==> src/rtl/cal_filter.sv <==
// cal_filter: frame-strobed averaging and lock detection for the carry-chain
// tap-count measurement. One sample per 128-cycle frame, out-of-range samples
// are counted and dropped, 2^LOG2N accepted samples form one fixed-point average.
`timescale 1ns/1ps
module cal_filter #(
  parameter int unsigned LOG2N    = 4,
  parameter int unsigned MIN_TAPS = 8,
  parameter int unsigned MAX_TAPS = 60,
  parameter int unsigned LOCK_TOL = 16,
  parameter int unsigned LOCK_CNT = 4
) (
  input  logic                 c,
  input  logic                 rst_n,
  input  logic [5:0]           d,
  input  logic                 en,
  output logic [6+LOG2N-1:0]   avg,
  output logic                 avg_valid,
  output logic                 locked,
  output logic [7:0]           rejects
);

  localparam int unsigned SW = 6 + LOG2N;
  localparam int unsigned CW = LOG2N + 1;
  localparam int unsigned MW = 4;
  localparam int unsigned PW = 7;

  typedef enum logic [1:0] {
    IDLE = 2'd0,
    ACQ  = 2'd1,
    OUT  = 2'd2
  } state_t;

  state_t          r_state;
  logic [PW-1:0]   r_ph;
  logic [SW-1:0]   r_sum;
  logic [CW-1:0]   r_cnt;
  logic [MW-1:0]   r_match;
  logic            r_have_prev;
  logic [SW-1:0]   r_avg;
  logic            r_avg_valid;
  logic            r_locked;
  logic [7:0]      r_rejects;

  logic            w_strobe;
  logic            w_in_range;
  logic [CW-1:0]   w_cnt_inc;
  logic            w_cnt_full;
  logic [SW-1:0]   w_diff;
  logic [MW-1:0]   w_match_nxt;

  // Strobe decode, range check and lock-match arithmetic for the current cycle
  always_comb begin
    w_strobe    = (r_state == ACQ) && (r_ph == PW'(127));
    w_in_range  = (d >= 6'(MIN_TAPS)) && (d <= 6'(MAX_TAPS));
    w_cnt_inc   = r_cnt + CW'(1);
    w_cnt_full  = (w_cnt_inc == CW'(1 << LOG2N));
    // Unsigned distance between new sum and previous average, larger minus smaller
    w_diff      = (r_sum >= r_avg) ? (r_sum - r_avg) : (r_avg - r_sum);
    w_match_nxt = '0;
    if (r_have_prev && (w_diff <= SW'(LOCK_TOL))) begin
      if (r_match == MW'(LOCK_CNT)) begin
        w_match_nxt = r_match;
      end else begin
        w_match_nxt = r_match + MW'(1);
      end
    end
  end

  // Control FSM with frame counter, accumulator, lock tracker and registered outputs
  always_ff @(posedge c or negedge rst_n) begin
    if (!rst_n) begin
      r_state     <= IDLE;
      r_ph        <= '0;
      r_sum       <= '0;
      r_cnt       <= '0;
      r_match     <= '0;
      r_have_prev <= 1'b0;
      r_avg       <= '0;
      r_avg_valid <= 1'b0;
      r_locked    <= 1'b0;
      r_rejects   <= '0;
    end else begin
      r_avg_valid <= 1'b0;
      if (!en) begin
        // Idle drops any partial average and forgets lock history
        r_state     <= IDLE;
        r_ph        <= '0;
        r_sum       <= '0;
        r_cnt       <= '0;
        r_match     <= '0;
        r_have_prev <= 1'b0;
        r_locked    <= 1'b0;
      end else begin
        case (r_state)
          IDLE: begin
            r_state <= ACQ;
          end
          ACQ: begin
            r_ph <= r_ph + PW'(1);
            if (w_strobe) begin
              if (w_in_range) begin
                r_sum <= r_sum + SW'(d);
                r_cnt <= w_cnt_inc;
                if (w_cnt_full) begin
                  r_state <= OUT;
                end
              end else if (r_rejects != 8'hFF) begin
                r_rejects <= r_rejects + 8'd1;
              end
            end
          end
          OUT: begin
            r_ph        <= r_ph + PW'(1);
            r_avg       <= r_sum;
            r_avg_valid <= 1'b1;
            r_sum       <= '0;
            r_cnt       <= '0;
            r_have_prev <= 1'b1;
            r_match     <= w_match_nxt;
            r_locked    <= (w_match_nxt == MW'(LOCK_CNT));
            r_state     <= ACQ;
          end
          default: begin
            r_state <= IDLE;
          end
        endcase
      end
    end
  end

  assign avg       = r_avg;
  assign avg_valid = r_avg_valid;
  assign locked    = r_locked;
  assign rejects   = r_rejects;

endmodule
==> config.mk <==
export PLATFORM = sky130hd
export DESIGN_NAME = cal_filter
export DESIGN_NICKNAME = d
export VERILOG_FILES = /design/src/rtl/cal_filter.sv
export SDC_FILE = /design/constraint.sdc
export NUM_CORES = 1
export LEC_CHECK = 0
export BUFFER_PORTS_ARGS = -buffer_cell sky130_fd_sc_hd__buf_2
export CAP_MARGIN = 10
export CORE_MARGIN = 8
export CORE_UTILIZATION = 30
export CTS_BUF_LIST = sky130_fd_sc_hd__clkbuf_4
export DETAILED_ROUTE_END_ITERATION = 6
export GPL_TIMING_DRIVEN = 0
export HOLD_SLACK_MARGIN = 0.15
export SLEW_MARGIN = 0
export SYNTH_ARGS = -nofsm -noshare
export SYNTH_HDL_FRONTEND = slang
export SYNTH_SLANG_ARGS = --single-unit
==> constraint.sdc <==
create_clock -name c -period 3.2 [get_ports c]
set_input_delay 0.64 -clock c [delete_from_list [all_inputs] [get_ports c]]
set_output_delay 0.64 -clock c [all_outputs]
set_load 0.05 [all_outputs]
==> impl_metrics.py, run 1 <==
metrics = {
    "status": {
        "status": "completed",
    },
    "synthesis": {
        "yosysWarnings": 0,
        "synthXorXnorAreaFrac_pct": 6.472,
        "synthAdderAreaFrac_pct": 13.17,
        "synth_flop_cell": "dfrtp_1",
        "synth.distinct_cells": 54,
        "synthMuxAreaShare_pct": 1.553,
        "syn_nets": 418,
        "synthSimpleGateAreaFrac_pct": 18.71,
        "ys_seq_elements": 49,
        "synth_compound_area_share_pct": 19.08,
        "synth-edff-count": 0,
        "netlist_area_sq_mm": 0.003383,
        "async_flop_share_pct": 100.0,
        "ys_seq_area_share_pct": 36.24,
        "synth_top_family_by_area": "compound AO/OA/AOI/OAI gates",
        "syn_area_per_cell_sq_um": 9.046,
        "syn_inst": 374,
    },
    "drt": {
        "viasPerCell": 5.060,
        "route.vias.total": 2783,
        "drc": 0,
        "ant_nets": 0,
        "routed_wl_mm": 7.725,
        "firstDrtPassIters": 4,
        "drtIter0Drc": 173,
        "wire_per_inst_um": 14.05,
    },
    "worst_setup_path": {
        "reg2reg_from": "r_sum[1]",
        "required_ns": 3.48,
        "crit_end": "locked",
        "r2r_slack_ns": 0.24,
        "critPathCaptureType": "flop",
        "crit_path_start": "r_sum[1]",
        "r2r-end": "locked",
        "arrival_ns": 3.24,
        "critical_path_class": "flop to flop",
        "path_max_fanout": 6,
        "worst_r2r_path_depth": 9,
        "crit_path_start_kind": "flop",
    },
    "sta": {
        "min_period_ns": 2.961,
        "relSlewSlack_pct": 49.40,
        "worstMarginPinSlew_ns": 0.7590,
        "slew_viol_final": 0,
        "skew_ns": 0.01861,
        "setup-tns-final_ns": 0,
        "post-route-period-util_pct": 92.54,
        "fmax_mhz": 337.7,
        "grt_setup_unrepaired": "false",
        "hold_violations": 0,
        "finalSetupViolCount": 0,
    },
    "layout": {
        "design_area_sq_mm": 0.003767,
        "fin_cells": 550,
        "fill_cells": 1152,
        "num_antenna_cells": 0,
        "area_delta_synth_final_pct": 11.35,
        "fin_nets": 454,
        "drive_above_1_share_pct": 10.98,
    },
    "global_route": {
        "grt_overflow": 0,
        "gr-usage-met2_pct": 17.63,
        "grt_use_met3_pct": 2.221,
        "top_usage_layer": "met2",
        "grtUsageMet1_pct": 14.58,
        "antenna_found_initial": 0,
        "grt_max_degree": 50,
        "grt_first_pass_wirelength_mm": 13.32,
        "grt_pass1_vias": 2779,
        "grt_usage_pct": 10.85,
    },
    "clock_tree": {
        "cts_resized": 0,
        "numClockSinks": 49,
        "cts_hold_buf": 0,
        "cts_made_buffers": 5,
        "cts_setup_buffers": 0,
        "clock_latency_ns": 0.35,
        "cts_tree": "yes",
        "clk_path_buf_depth": 2,
        "cts-root-buf": "clkbuf_4",
        "clk_pin_slew_ns": 0.14,
        "cts.htree.levels": 2,
    },
    "floorplanning": {
        "die-height_um": 122.2,
        "io_pins": 29,
        "num_rows": 38,
        "die-area_sq_mm": 0.01493,
        "start_util_pct": 30.94,
        "fp.dieW_um": 122.2,
        "core_area_sq_mm": 0.01094,
    },
    "placed_design": {
        "place_area_sq_mm": 0.003699,
        "place_inst": 542,
        "place_congestion": 0.7893,
        "dp_hpwl_mm": 5.983,
        "io_buffers": 28,
    },
    "power_and_ir_drop": {
        "ir_worst_vdd_v": 0.0004542,
        "power.leakage_nw": 1.747,
        "powerDensity_mw_per_mm2": 845.6,
    },
    "hold_path": {
        "hold_class": "primary input to async pin",
    },
    "flow_run": {
        "max_cap_viol_count": 0,
    },
}
==> layout make-up <==
class | count | area, sq um | area share [%]
Sequential cell | 49 | 1226 | 32.55
Timing Repair Buffer | 29 | 160.2 | 4.251
Multi-Input combinational cell | 284 | 1996 | 52.97
Clock buffer | 6 | 45.04 | 1.196
Buffer | 12 | 52.55 | 1.395
Tap cell | 140 | 175.2 | 4.650
Clock inverter | 1 | 3.754 | 0.09963
Inverter | 29 | 108.9 | 2.889
==> per-layer routing <==
| metal | share of wire, % | up-vias |
|---|---|---|
| met5 | 0 | - |
| met4 | 0.78 | 0 |
| met3 | 3.6 | 6 |
| met2 | 46 | 46 |
| met1 | 50 | 1327 |
| li1 | - | 1404 |
==> sequential cells by signal (all words and copies together) (netlist names), 2 cells and up <==
register and cells:
r_state 2, r_ph 7, r_cnt 5, avg 10, r_match 4, rejects 8, r_sum 10
==> cell usage in the layout, fill, tap and decap left out, types with 11 or more instances in the layout <==
| cell type | n |
|---|---|
| nand2_1 | 34 |
| xnor2_1 | 17 |
| inv_1 | 29 |
| nor2_1 | 16 |
| a21oi_1 | 14 |
| dfrtp_1 | 49 |
| nand3_1 | 14 |
| buf_2 | 28 |
| clkbuf_1 | 11 |
| o21ai_0 | 34 |
| ha_1 | 34 |
==> stage by stage <==
step | setup WS (ns) | total power (W) | hold WS, ns | utilization (%)
2_1_floorplan | 0.2642 | 0.002448 | 0.3444 | -
3_3_place_gp | 0.3894 | 0.002843 | 0.4783 | 33.82
3_5_place_dp | 0.3494 | 0.002905 | 0.4860 | 33.82
4_1_cts | 0.2964 | 0.003189 | 0.5042 | 34.27
5_1_grt | 0.1153 | 0.003485 | 0.2667 | 34.45
6_report | 0.2387 | 0.003186 | 0.2482 | 34.45
==> synthesized netlist by cell type, types with 2 or more instances <==
cell | count | area [sq um]
a21o_1 | 7 | 52.55
dfrtp_1 | 49 | 1226
and3_1 | 6 | 37.54
a32o_1 | 3 | 30.03
or3_1 | 2 | 12.51
mux2i_1 | 3 | 30.03
a21boi_0 | 2 | 15.01
mux2_2 | 2 | 22.52
o211ai_1 | 4 | 30.03
nor4_1 | 3 | 18.77
a211oi_1 | 4 | 30.03
inv_1 | 29 | 108.9
nand2_1 | 34 | 127.6
o31ai_1 | 3 | 22.52
a21o_2 | 2 | 17.52
nand3b_1 | 4 | 30.03
xnor2_1 | 17 | 148.9
o21a_1 | 6 | 45.04
a31oi_1 | 2 | 12.51
o21ai_0 | 34 | 170.2
clkbuf_1 | 11 | 41.29
a22o_1 | 3 | 26.28
nand2b_1 | 5 | 31.28
xor2_1 | 8 | 70.07
nor2_1 | 16 | 60.06
nand3_1 | 14 | 70.07
and2_1 | 7 | 43.79
a211o_1 | 2 | 17.52
nand4_1 | 8 | 50.05
nor2b_1 | 7 | 43.79
a21oi_1 | 14 | 70.07
ha_1 | 34 | 425.4
nor3_1 | 8 | 40.04
==> report_power, final <==
group	internal (W)	switching (W)	leakage, nW	total (W)
sequential	0.000736	0.000129	0.670	0.000865
combinational	0.000802	0.00125	1.05	0.00205
clock	0.0000888	0.000182	0.0292	0.000271
==> critical path: stages (launching register included) <==
cell	delay, ns
dfrtp_1	0.49
ha_1	0.39
nor2b_1	0.20
o21a_1	0.19
a2111o_1	0.39
a22oi_1	0.24
o221ai_1	0.16
or4_4	0.53
nand2_2	0.13
a32o_1	0.17
==> logic make-up after synthesis <==
family | Yosys count
mux | 5
xor+xnor | 25
fa+ha+maj | 35
simple gates | 121
compound gates | 98
flops | 49
buf+inv | 41
==> how the worst min path moves through the flow <==
stage,startpoint,endpoint,slack (ns),cells after the start
2_1_floorplan,rst_n,avg[0],0.34,0
3_3_place_gp,rejects[5],rejects[5],0.48,1
3_5_place_dp,rejects[5],rejects[5],0.49,1
4_1_cts,rejects[5],rejects[5],0.50,1
5_1_grt,rst_n,r_cnt[1],0.27,1
6_report,rst_n,r_cnt[1],0.25,1
No activity file was read; power rests on OpenSTA's default activity.
==> inputs of run 2 (changes only) <==
Settings changed: CTS_BUF_LIST sky130_fd_sc_hd__clkbuf_4 to sky130_fd_sc_hd__clkbuf_8.
==> impl_metrics.py, run 2 (synthesis gave the netlist of run 1 again) <==
metrics = {
    "floorplanning": {
        "io_pins": 29,
        "die-area_sq_mm": 0.01493,
        "start_util_pct": 30.94,
        "num_rows": 38,
        "core_area_sq_mm": 0.01094,
        "die-height_um": 122.2,
        "fp.dieW_um": 122.2,
    },
    "power_and_ir_drop": {
        "power_w": 0.003285,
        "power.leakage_nw": 1.766,
        "pwr-share-seq_pct": 26.4,
        "power_frac_comb_pct": 62.5,
        "powerDensity_mw_per_mm2": 863.4,
        "p_sw_share_pct": 48.01,
        "ir_worst_vdd_v": 0.0004589,
        "power.switching_w": 0.001577,
        "pwr-share-clk_pct": 11.1,
        "p_int_w": 0.001708,
    },
    "global_route": {
        "grt_usage_pct": 10.98,
        "antenna_found_initial": 0,
        "grt_pass1_vias": 2788,
        "grt_overflow": 0,
        "grt_first_pass_wirelength_mm": 13.44,
        "grt_max_degree": 50,
    },
    "drt": {
        "firstDrtPassIters": 5,
        "viasPerCell": 5.055,
        "drc": 0,
        "wire_per_inst_um": 14.28,
        "drtIter0Drc": 195,
        "ant_nets": 0,
        "routed_wl_mm": 7.855,
        "route.vias.total": 2780,
    },
    "sta": {
        "slew_viol_final": 0,
        "worstMarginPinSlew_ns": 0.7653,
        "fmax_mhz": 344.5,
        "grt_setup_unrepaired": "false",
        "fin_hold_ws_ns": 0.3238,
        "finalSetupViolCount": 0,
        "relSlewSlack_pct": 48.98,
        "hold_violations": 0,
        "min_period_ns": 2.903,
        "skew_ns": 0.008371,
        "setup_ws_ns": 0.2975,
        "post-route-period-util_pct": 90.70,
        "setup-tns-final_ns": 0,
    },
    "placed_design": {
        "dp_hpwl_mm": 5.983,
        "io_buffers": 28,
        "place_congestion": 0.7893,
        "dp_slack_ns": 0.3494,
    },
    "flow_run": {
        "max_cap_viol_count": 0,
    },
    "clock_tree": {
        "cts.htree.levels": 2,
        "cts_made_buffers": 5,
        "clk_pin_slew_ns": 0.09,
        "clock_latency_ns": 0.30,
        "cts_setup_buffers": 0,
        "numClockSinks": 49,
        "cts-root-buf": "clkbuf_8",
        "cts_hold_buf": 0,
        "cts_tree": "yes",
        "cts_resized": 0,
        "clk_path_buf_depth": 2,
    },
    "layout": {
        "layout_commonest_cell": "dfrtp_1",
        "register_area_sq_mm": 0.001226,
        "drive_above_1_share_pct": 10.98,
        "fin_util_pct": 34.79,
        "final_cell_mix": "49 x dfrtp_1, 34 x nand2_1, 34 x o21ai_0, 34 x ha_1, 30 x inv_1",
        "area_delta_synth_final_pct": 12.46,
        "fin_nets": 454,
        "multi_input_area_sq_mm": 0.001996,
        "fill_cells": 1144,
        "num_antenna_cells": 0,
    },
    "worst_setup_path": {
        "reg2reg_from": "r_sum[1]",
        "r2r-end": "locked",
        "crit_path_start": "r_sum[1]",
        "arrival_ns": 3.13,
        "required_ns": 3.43,
        "path_max_fanout": 6,
        "worst_r2r_path_depth": 9,
        "r2r_slack_ns": 0.30,
        "critical_path_class": "flop to flop",
        "critPathCaptureType": "flop",
        "crit_path_start_kind": "flop",
    },
    "status": {
        "status": "completed",
    },
    "hold_path": {
        "hold_class": "primary input to async pin",
    },
}
run 2: cell types whose count changed in the layout (fill, tap and decap cells not counted), sizes merged:
cell / before / now
clkinv: 1 / 0
inv: 29 / 30
run 2: power groups by stage:
stage	logic (W)	clock network [W]	registers, W
floorplan	0.00140	0	0.00105
detailed placement	0.00203	0	0.000877
global placement	0.00197	0	0.000870
CTS	0.00204	0.000380	0.000865
finish	0.00205	0.000364	0.000867
global route	0.00228	0.000409	0.000889
run 2: final cells by class:
class | count | share of cell area, %
multi-input cells | 284 | 52.45
flip-flops and latches | 49 | 32.23
well taps | 140 | 4.604
repair buffers | 29 | 4.209
inverters | 29 | 2.861
clock buffers | 6 | 2.170
plain buffers | 12 | 1.381
clock inverters | 1 | 0.09865
run 2: metrics by stage:
stage	cell area, sq um	instances
2_1_floorplan	3383	374
4_1_cts	3785	549
5_1_grt	3805	550
3_5_place_dp	3699	542
6_report	3805	550
3_3_place_gp	3699	542
run 2: worst max-delay path, stage by stage (launching register included):
cell and delay (ns):
dfrtp_1 0.47, ha_1 0.39, nor2b_1 0.20, o21a_1 0.19
a2111o_1 0.39, a22oi_1 0.23, o221ai_1 0.15, or4_4 0.53
nand2_2 0.13, a32o_1 0.17
run 2: worst max path at each step:
stage                            end  slack [ns]  depth (start not counted)
after global routing      r_match[3]        0.15                          9
after floorplan           r_match[1]        0.26                         11
final                         locked        0.30                          9
after global placement      r_cnt[2]        0.39                          6
after detailed placement      locked        0.35                          9
after CTS                     locked        0.31                          9
run 2: layer usage:
layer  wire length, um  GRT usage, %  share of wire [%]
met1              3818         14.52                 49
met2              3627         18.04                 46
met5                 0             0                  0
met3               347         2.082                4.4
met4                62         2.742               0.79
==> inputs of run 3 (changes only) <==
Settings changed: CORE_UTILIZATION 30 to 62, PLACE_DENSITY from default to 0.82.
==> impl_metrics.py, run 3 (synthesis gave the netlist of run 1 again) <==
metrics = {
    "status": {
        "status": "completed",
    },
    "clock_tree": {
        "cts-root-buf": "clkbuf_8",
        "clock_latency_ns": 0.29,
        "cts.htree.levels": 2,
        "cts_made_buffers": 5,
        "clk_path_buf_depth": 2,
        "numClockSinks": 49,
        "cts_hold_buf": 0,
        "cts_setup_buffers": 0,
        "cts_tree": "yes",
        "cts_resized": 0,
        "clk_pin_slew_ns": 0.09,
    },
    "drt": {
        "route.vias.total": 2797,
        "viasPerCell": 5.815,
        "drc": 0,
        "wire_per_inst_um": 15.02,
        "ant_nets": 0,
        "routed_wl_mm": 7.226,
        "firstDrtPassIters": 4,
        "drtIter0Drc": 164,
    },
    "flow_run": {
        "max_cap_viol_count": 0,
    },
    "floorplanning": {
        "num_rows": 27,
        "core_area_sq_mm": 0.005371,
        "die-height_um": 89.87,
        "start_util_pct": 62.99,
        "fp.dieW_um": 89.87,
        "die-area_sq_mm": 0.008077,
        "io_pins": 29,
    },
    "layout": {
        "num_antenna_cells": 0,
        "fin_nets": 453,
        "final_cell_mix": "49 x dfrtp_1, 34 x nand2_1, 34 x o21ai_0, 34 x ha_1, 30 x inv_1",
        "layout_commonest_cell": "dfrtp_1",
        "fin_util_pct": 68.88,
        "design_area_sq_mm": 0.003700,
        "drive_above_1_share_pct": 10.76,
        "fill_cells": 420,
        "area_delta_synth_final_pct": 9.357,
    },
    "sta": {
        "grt_setup_unrepaired": "false",
        "worstMarginPinSlew_ns": 1.062,
        "post-route-period-util_pct": 89.20,
        "hold_violations": 0,
        "finalSetupViolCount": 0,
        "min_period_ns": 2.854,
        "skew_ns": 0.009353,
        "fmax_mhz": 350.4,
        "setup-tns-final_ns": 0,
        "relSlewSlack_pct": 29.23,
        "slew_viol_final": 0,
    },
    "worst_setup_path": {
        "arrival_ns": 3.09,
        "required_ns": 3.44,
        "critPathCaptureType": "flop",
        "crit_path_start_kind": "flop",
        "critical_path_class": "flop to flop",
        "path_max_fanout": 10,
    },
    "global_route": {
        "grt_max_degree": 50,
        "grt_overflow": 0,
        "grt_pass1_vias": 2814,
        "grt_first_pass_wirelength_mm": 12.52,
        "antenna_found_initial": 0,
        "grt_usage_pct": 18.02,
    },
    "power_and_ir_drop": {
        "power_w": 0.003254,
        "ir_worst_vdd_v": 0.0004824,
        "powerDensity_mw_per_mm2": 879.6,
        "power.leakage_nw": 1.757,
    },
    "placed_design": {
        "io_buffers": 28,
        "place_area_sq_mm": 0.003613,
        "place_congestion": 0.8699,
        "dp_hpwl_mm": 5.581,
    },
    "hold_path": {
        "hold_class": "flop to flop",
    },
}
-- run 3: cell types whose count changed in the layout (fill, tap and decap cells not counted), sizes merged --
| cell | change |
|---|---|
| buf | -1 |
-- run 3: critical path, cell delays in order, from the launching register on --
cell and delay [ns]:
dfrtp_1 0.47, ha_1 0.30, clkbuf_1 0.21, a21oi_1 0.40, a21oi_1 0.15, a311oi_1 0.29, o211ai_1 0.13, nor4_1 0.38
nand2_1 0.18, nand2_2 0.14, a32o_1 0.18
-- run 3: per-layer routing --
metal	track usage (%)	vias to the layer above	share of wire [%]
met3	2.244	4	2.3
met4	4.854	0	0.76
met2	32.52	44	52
met5	0	-	0
li1	-	1400	-
met1	21.92	1349	45
-- run 3: layout make-up --
type | instances | area [sq um] | area share (%)
buffer | 12 | 52.55 | 1.420
clock buffer | 6 | 82.58 | 2.232
clock inverter | 1 | 3.754 | 0.1015
inverter | 29 | 108.9 | 2.942
multi-input combinational | 284 | 1996 | 53.94
sequential | 49 | 1226 | 33.14
tap | 72 | 90.09 | 2.435
timing repair buffer | 28 | 140.1 | 3.788
-- run 3: worst paths after layout --
| path | startpoint | endpoint | slack, ns | depth (start not counted) |
|---|---|---|---|---|
| worst max-delay path | r_sum[7] | r_match[1] | 0.35 | 10 |
| min in group asynchronous | rst_n | rejects[4] | 0.53 | 1 |
| worst min register to register | rejects[7] | rejects[7] | 0.49 | 1 |
| worst max register to register | r_sum[7] | r_match[1] | 0.35 | 10 |
| worst min-delay path | rejects[7] | rejects[7] | 0.49 | 1 |
| max in group asynchronous | rst_n | r_sum[6] | 2.01 | 1 |
-- run 3: stage by stage --
stage / hold WS (ns) / cells / worst slack [ns]
after global placement: 0.4762 / 474 / 0.4159
after floorplan: 0.3444 / 374 / 0.2642
after global routing: 0.5082 / 481 / 0.09637
final: 0.4935 / 481 / 0.3458
after CTS: 0.4994 / 481 / 0.3647
after detailed placement: 0.4807 / 474 / 0.3871
-- run 3: report_power, final --
part | leakage (nW) | total, W | internal, W | switching (W)
Sequential | 0.670 | 0.000863 | 0.000737 | 0.000126
Combinational | 1.04 | 0.00203 | 0.000799 | 0.00123
Clock | 0.0485 | 0.000362 | 0.000169 | 0.000194
Total | 1.76 | 0.00325 | 0.00170 | 0.00155
